--- config.mk ---
export PLATFORM = sky130hd
export DESIGN_NAME = vga_sync_gen_flat
export DESIGN_NICKNAME = d
export VERILOG_FILES = /design/src/rtl/vga_sync_if.sv /design/src/rtl/vga_sync_gen.sv /design/src/flat_wrapper.sv
export SDC_FILE = /design/constraint.sdc
export NUM_CORES = 1
export LEC_CHECK = 0
export ABC_AREA = 1
export CORE_MARGIN = 10
export CORE_UTILIZATION = 62
export DETAILED_ROUTE_END_ITERATION = 10
export DONT_BUFFER_PORTS = 1
export PLACE_DENSITY = 0.86
export SYNTH_ARGS = -nofsm -noshare
export SYNTH_HDL_FRONTEND = slang
export SYNTH_SLANG_ARGS = --single-unit
export TNS_END_PERCENT = 1
--- constraint.sdc ---
create_clock -name clk -period 1.8 [get_ports clk]
set_input_delay 0.27 -clock clk [delete_from_list [all_inputs] [get_ports clk]]
set_output_delay 0.27 -clock clk [all_outputs]
set_load 0.05 [all_outputs]
--- src/rtl/vga_sync_if.sv ---
// Timing bundle from the VGA sync generator to the pixel/character renderer.
interface vga_sync_if;
  logic       p_tick;
  logic       hsync;
  logic       vsync;
  logic       video_on;
  logic [9:0] pixel_x;
  logic [9:0] pixel_y;
  logic       line_start;
  logic       frame_start;

  modport master (
    output p_tick, hsync, vsync, video_on, pixel_x, pixel_y, line_start, frame_start
  );
  modport slave (
    input  p_tick, hsync, vsync, video_on, pixel_x, pixel_y, line_start, frame_start
  );
endinterface

--- src/rtl/vga_sync_gen.sv ---
// VGA timing generator on the master clock: pixel-enable prescaler, h/v counters,
// registered sync/blank/coordinate outputs and one-clock line/frame pulses.
module vga_sync_gen #(
  parameter int unsigned PIX_DIV   = 4,
  parameter int unsigned H_DISPLAY = 640,
  parameter int unsigned H_FP      = 16,
  parameter int unsigned H_SYNC    = 96,
  parameter int unsigned H_BP      = 48,
  parameter int unsigned V_DISPLAY = 480,
  parameter int unsigned V_FP      = 10,
  parameter int unsigned V_SYNC    = 2,
  parameter int unsigned V_BP      = 33,
  parameter bit          SYNC_POL  = 1'b0
) (
  input  logic      clk,
  input  logic      rst_n,
  vga_sync_if.master vga
);

  localparam int unsigned H_TOTAL = H_DISPLAY + H_FP + H_SYNC + H_BP;
  localparam int unsigned V_TOTAL = V_DISPLAY + V_FP + V_SYNC + V_BP;
  localparam int unsigned PCW     = (PIX_DIV > 1) ? $clog2(PIX_DIV) : 1;

  localparam logic [PCW-1:0] PC_LAST  = PCW'(PIX_DIV - 1);
  localparam logic [9:0]     H_LAST   = 10'(H_TOTAL - 1);
  localparam logic [9:0]     V_LAST   = 10'(V_TOTAL - 1);
  localparam logic [9:0]     H_VIS    = 10'(H_DISPLAY);
  localparam logic [9:0]     V_VIS    = 10'(V_DISPLAY);
  localparam logic [9:0]     HS_FIRST = 10'(H_DISPLAY + H_FP);
  localparam logic [9:0]     HS_LAST  = 10'(H_DISPLAY + H_FP + H_SYNC - 1);
  localparam logic [9:0]     VS_FIRST = 10'(V_DISPLAY + V_FP);
  localparam logic [9:0]     VS_LAST  = 10'(V_DISPLAY + V_FP + V_SYNC - 1);

  logic [PCW-1:0] pc;
  logic [9:0]     h, v;
  logic [9:0]     h_nxt, v_nxt;
  logic           tick;
  logic           hsync_r, vsync_r, video_r;

  assign tick = (pc == PC_LAST);

  always_comb begin
    h_nxt = h;
    v_nxt = v;
    if (tick) begin
      if (h == H_LAST) begin
        h_nxt = '0;
        v_nxt = (v == V_LAST) ? '0 : v + 10'd1;
      end else begin
        h_nxt = h + 10'd1;
      end
    end
  end

  // Sync/blank decode from the next-state counters so they switch on the same edge as h/v.
  always_ff @(posedge clk) begin
    if (!rst_n) begin
      pc      <= '0;
      h       <= '0;
      v       <= '0;
      hsync_r <= ~SYNC_POL;
      vsync_r <= ~SYNC_POL;
      video_r <= 1'b0;
    end else begin
      pc      <= tick ? '0 : pc + PCW'(1);
      h       <= h_nxt;
      v       <= v_nxt;
      hsync_r <= (h_nxt >= HS_FIRST && h_nxt <= HS_LAST) ? SYNC_POL : ~SYNC_POL;
      vsync_r <= (v_nxt >= VS_FIRST && v_nxt <= VS_LAST) ? SYNC_POL : ~SYNC_POL;
      video_r <= (h_nxt < H_VIS) && (v_nxt < V_VIS);
    end
  end

  assign vga.p_tick      = tick && rst_n;
  assign vga.line_start  = vga.p_tick && (h == '0);
  assign vga.frame_start = vga.p_tick && (h == '0) && (v == '0);
  assign vga.hsync       = hsync_r;
  assign vga.vsync       = vsync_r;
  assign vga.video_on    = video_r;
  assign vga.pixel_x     = h;
  assign vga.pixel_y     = v;

endmodule
--- src/flat_wrapper.sv ---
// flat-port wrapper written by rule: the top's interface ports become plain ports
module vga_sync_gen_flat 
#(
  parameter int unsigned PIX_DIV   = 4,
  parameter int unsigned H_DISPLAY = 640,
  parameter int unsigned H_FP      = 16,
  parameter int unsigned H_SYNC    = 96,
  parameter int unsigned H_BP      = 48,
  parameter int unsigned V_DISPLAY = 480,
  parameter int unsigned V_FP      = 10,
  parameter int unsigned V_SYNC    = 2,
  parameter int unsigned V_BP      = 33,
  parameter bit          SYNC_POL  = 1'b0
)
  (clk, rst_n, vga_p_tick, vga_hsync, vga_vsync, vga_video_on, vga_pixel_x, vga_pixel_y, vga_line_start, vga_frame_start);
  vga_sync_if vga_i ();
  input  logic clk;
  input  logic rst_n;
  output wire logic [$bits(vga_i.p_tick)-1:0] vga_p_tick;
  output wire logic [$bits(vga_i.hsync)-1:0] vga_hsync;
  output wire logic [$bits(vga_i.vsync)-1:0] vga_vsync;
  output wire logic [$bits(vga_i.video_on)-1:0] vga_video_on;
  output wire logic [$bits(vga_i.pixel_x)-1:0] vga_pixel_x;
  output wire logic [$bits(vga_i.pixel_y)-1:0] vga_pixel_y;
  output wire logic [$bits(vga_i.line_start)-1:0] vga_line_start;
  output wire logic [$bits(vga_i.frame_start)-1:0] vga_frame_start;
  assign vga_p_tick = vga_i.p_tick;
  assign vga_hsync = vga_i.hsync;
  assign vga_vsync = vga_i.vsync;
  assign vga_video_on = vga_i.video_on;
  assign vga_pixel_x = vga_i.pixel_x;
  assign vga_pixel_y = vga_i.pixel_y;
  assign vga_line_start = vga_i.line_start;
  assign vga_frame_start = vga_i.frame_start;
  vga_sync_gen #(.PIX_DIV(PIX_DIV), .H_DISPLAY(H_DISPLAY), .H_FP(H_FP), .H_SYNC(H_SYNC), .H_BP(H_BP), .V_DISPLAY(V_DISPLAY), .V_FP(V_FP), .V_SYNC(V_SYNC), .V_BP(V_BP), .SYNC_POL(SYNC_POL)) u_core (.clk(clk), .rst_n(rst_n), .vga(vga_i));
endmodule
* Yosys cells after proc, flatten, opt, wreduce, memory -nomap -nowiden
Index checks and enable logic that the tools add are counted.
** Cells by class
- $add $sub $neg :: 3
- $mul :: 0
- Div/mod/pow operators :: 0
- Order comparisons :: 6
- Equal/unequal tests :: 3
- Shift-type cells :: 0
- Mux-type cells :: 7
- Bitwise gates (word level) :: 1
- Reduce and logical (&&, ||, !) cells :: 9
** Operators by type and width (number)
- 2-to-1 mux 10 bit :: 5
- adder 10 x 1 -> 10 bit (second input constant) :: 2
- equality test 10 bit (second input constant) :: 2
- logical NOT 10 bit :: 2
- >= comparator 10 bit (second input constant) :: 1
- >= comparator 10 x 9 -> 1 bit (second input constant) :: 1
- <= comparator 10 bit (second input constant) :: 1
- <= comparator 10 x 9 -> 1 bit (second input constant) :: 1
- less-than comparator 10 bit (second input constant) :: 1
- less-than comparator 10 x 9 -> 1 bit (second input constant) :: 1
- logical AND 1 bit :: 6
- adder 2 x 1 -> 2 bit (second input constant) :: 1
- equality test 2 bit (second input constant) :: 1
- 2-to-1 mux 1 bit :: 2
- OR reduction 2 bit :: 1
- inverter 1 bit :: 1
** Storage, ports and cells
- Register bits :: 25
- Bits in latches :: 0
- Memory bits (writable) :: 0
- ROM bits :: 0
- Input port bits :: 2
- Output and inout bits :: 26
- Logic and storage cells :: 35
- Memories :: 0

* Longest topological paths before layout
- Word-level depth :: 7
- Gate-level depth with buffers :: 13
- Mapped depth without buffers :: 13

* Least setup slack after synthesis
Ideal clock, no wire load.
- Kind :: register to output
- From :: reg u_core.pc[0]
- To :: out vga_frame_start
- Arrival time :: 2761 ps
- Required time :: 1530 ps
- Setup slack :: -1231 ps
- Stages on the path, launching flop included :: 7
- Buffers on the path :: 1
- Cell sequence :: dfxtp_1 -> ha_1 -> buf_6 -> nand2_1 -> inv_1 -> nand4_1 -> nor4_1
** Between the ends
- Longest elaborated chain between the ends :: 4
** Ends and longest elaborated chain
- start: declaration :: line vga_sync_gen.sv:34 : logic [PCW-1:0] pc;
- start signal: assignment :: line vga_sync_gen.sv:65 : pc <= tick ? '0 : pc + PCW'(1);
- equality test 2 bit :: line vga_sync_gen.sv:40 : assign tick = (pc == PC_LAST);
- logical AND 1 bit :: line vga_sync_gen.sv:74 : assign vga.p_tick = tick && rst_n;
- named net vga_p_tick :: line flat_wrapper.sv:19 : output wire logic [$bits(vga_i.p_tick)-1:0] vga_p_tick;
- logical AND 1 bit (2 in series) :: line vga_sync_gen.sv:76 : assign vga.frame_start = vga.p_tick && (h == '0) && (v == '0);
- end: declaration :: line flat_wrapper.sv:26 : output wire logic [$bits(vga_i.frame_start)-1:0] vga_frame_start;
The timed path passes the listed nets, and every way through them passes these cells.

* Worst setup path in the final report
- From :: reg u_core.h[0], in the netlist u_core.vga.pixel_x[0]
- To :: out vga_frame_start
** Between the ends
- Longest elaborated chain between the ends :: 3
** Ends and longest elaborated chain
- start: declaration :: line vga_sync_gen.sv:35 : logic [9:0] h, v;
- start signal: assignment :: line vga_sync_gen.sv:66 : h <= h_nxt;
- logical NOT 10 bit :: line vga_sync_gen.sv:76
- logical AND 1 bit (2 in series) :: line vga_sync_gen.sv:76
No other way between the ends.

==> impl_metrics.py <==
metrics = {
    "cells_and_area": {
        "instances_no_fill": 317,
        "fin_area_um2": 2080,
        "nNetsFinal": 295,
        "syn2layout_area_growth_pct": 32.4,
        "diodes": 0,
        "fin_util_pct": 84.9,
        "drive_gt1_share_pct": 31.4,
        "fill_cells": 139,
    },
    "synthesis": {
        "synth.area.mux_share_pct": 0,
        "synth_top_family_by_area": "simple AND/OR/NAND/NOR gates",
        "synthSimpleGateAreaFrac_pct": 49.2,
        "syn_avg_cell_area_um2": 6.59,
        "yosysMostFrequentCell": "nand2_1",
        "postSynthCellCount": 239,
        "syn_area_um2": 1570,
        "synth_compound_area_share_pct": 5.41,
        "ys_seq_area_share_pct": 31.8,
        "synthTopCellsByCount": "nand2_1, nor2_1, inv_1",
        "synth.area.top_cells": "dfxtp_1, nand2_1, nor2_1, inv_1, nand3_1",
        "synthXorXnorAreaFrac_pct": 1.11,
        "yosysUniqueCellTypes": 30,
        "synth_edf_count": 0,
        "synth-seq-cells": 25,
        "synth_nets": 246,
        "synth_top_area_share_pct": 31.8,
        "yosys.area.top_type": "dfxtp_1",
        "ys_warn_count": 0,
        "async_flop_share_pct": 0,
        "yosys_most_used_dff": "dfxtp_1",
        "synth-adder-area-share_pct": 3.97,
    },
    "power": {
        "powerDensity_nw_per_um2": 457,
        "max-vdd-ir-drop_v": 0.000655,
        "p_leak_nw": 0.948,
        "power.total_uw": 953,
    },
    "placed_design": {
        "io_buffers": 0,
        "place_area_um2": 2000,
        "place_ws_ps": -361,
        "dpl.hpwl_um": 3540,
        "gp_congestion": 0.917,
        "dpl.cell_count": 311,
    },
    "timing": {
        "fin_crit_ps": 2030,
        "slew_headroom_pct": 66.9,
        "finalCritPeriodShare_pct": 113,
        "worst_pin_slew_ps": 495,
        "fin_skew_ps": 15.6,
        "setup_tns_ps": -501,
        "finalHoldViolations": 0,
        "rsz0062_at_grt": "yes",
        "final.setup.worst_slack_ps": -227,
        "setup_viol": 5,
        "holdWs_ps": 46.1,
        "drv_slew": 0,
        "max_freq_mhz": 493,
    },
    "clocking": {
        "cts_made_buffers": 3,
        "cts.path.max_buffers": 2,
        "cts_tree": "built",
        "clk_pin_slew_ps": 160,
        "cts_max_level": 1,
        "cts.hold.buffers_added": 0,
        "cts_sinks": 25,
        "worstSkewPairLatency_ps": 340,
        "cts_root_buf": "clkbuf_4",
    },
    "global_routing": {
        "grt_start_max_net_pins": 19,
        "grt_pass1_wl_um": 7910,
        "overflow": 0,
        "grt_pass1_vias": 1725,
        "grt.total_usage_pct": 18.7,
        "antenna_found_initial": 0,
    },
    "min_path": {
        "hold_path_class": "in2reg",
        "hold_start": "rst_n",
    },
    "floorplan": {
        "die_height_um": 70.4,
        "initial_core_util_pct": 64.1,
        "std_cell_rows": 18,
        "fp.coreArea_um2": 2450,
        "io_pins": 28,
        "dieArea_um2": 4950,
        "die_w_um": 70.4,
    },
    "route": {
        "drc": 0,
        "via_per_inst": 5.58,
        "drt_wl_total_um": 4860,
        "vias": 1770,
        "firstDrtPassIters": 7,
        "ant_nets": 0,
        "avgRoutedWirePerCell_um": 15.3,
        "first_iter_violations": 233,
    },
    "setup_path": {
        "r2r-start": "u_core.vga.pixel_x[0]",
        "critPathMaxFanout": 3,
        "worstSetupEndpointType": "primary output",
        "crit_type": "reg2out",
        "crit_chain": "buf_6 -> inv_4 -> ha_4 -> nand4_1 -> buf_4 -> nor4_4 -> buf_12",
        "slowest_stage": "dfxtp_4",
        "cp_top_family": "buffers and inverters",
        "r2r_slack_ps": -40,
        "crit_start": "u_core.vga.pixel_x[0]",
        "arrival_ps": 1760,
        "cp_data_required_time_ps": 1530,
        "cp-start-kind": "flop",
        "critPathBufInv": 4,
        "max_stage_delay_ps": 440,
    },
    "run": {
        "max-cap-violations": 0,
    },
    "outcome": {
        "status": "complete, but fails checks",
        "failed_checks": "setup timing",
    },
}
-- final cells by class --
type	instances	area, µm²	share of cell area [%]
inverters	31	125	6.01
clock buffers	3	22.5	1.08
multi-input cells	181	1010	48.6
clock inverters	1	5.00	0.240
flip-flops and latches	25	507	24.3
well taps	30	37.5	1.80
repair buffers	46	374	18.0
-- cells by family (layout without fill, tap and decap cells) --
family	after synthesis	after routing
compound gates	15	15
xor+xnor	2	2
simple gates	159	159
flops	25	25
buf+inv	33	81
fa+ha+maj	5	5
-- worst register-to-register path, cell delays in order (launching register included) --
cell     delay (ps)
dfxtp_4         480
ha_1            210
nand2_2         120
nor2_1          130
nand2_1         100
nor2_4          170
nand2_1          80
nand2_1          60
nand3_1          90
nand2_1          80
nand2_1          60
nor2_2          120
nor2_1           60
-- sequential cells by signal, indices dropped and copies added, names as in the netlist --
signal               cells
u_core.vga.pixel_y      10
u_core.vga.pixel_x      10
u_core.vga.hsync         1
u_core.vga.video_on      1
u_core.pc                2
u_core.vga.vsync         1
-- metal layers --
layer	part of all wire [%]	vias to the layer above	global-route usage [%]
met5	0	-	0
met4	3.2	0	6.58
met3	10	21	5.51
met2	49	100	33.1
met1	38	797	20.4
li1	-	852	-
-- path summary, 6_finish.rpt --
check / cells past startpoint / end
max reg2reg: 12 / u_core.vga.video_on
min: 2 / u_core.vga.pixel_x[7]
max: 7 / vga_frame_start
min reg2reg: 1 / u_core.pc[0]
-- cell usage in the layout (no fill, tap or decap), types with 3 or more instances in the layout --
master / synthesis / layout
nor3_1: 3 / 3
o21ai_1: 4 / 4
nand2_2: 7 / 7
nor2_4: 5 / 5
a21oi_1: 8 / 8
inv_1: 27 / 25
nor2_2: 5 / 7
buf_4: 0 / 43
clkbuf_4: 0 / 3
nand2_1: 73 / 72
ha_1: 5 / 3
dfxtp_1: 25 / 22
nand4_1: 5 / 5
nor2_1: 30 / 28
nand3_1: 20 / 19
nand3_2: 2 / 3
-- repair_timing --
item                                    4_1_cts  5_1_grt
resized for setup                             9        2
buffers inserted                              2        0
endpoints found under the setup margin       21        7
pin swaps                                     3        0
-- power breakdown --
group          switching [mW]  total (mW)  internal, mW  leakage [nW]
registers              0.0177       0.582         0.564         0.204
clock network           0.195       0.278        0.0837        0.0177
logic                  0.0545      0.0930        0.0385         0.726
total                   0.267       0.953         0.686         0.948
(Power assumes the default switching activity.)
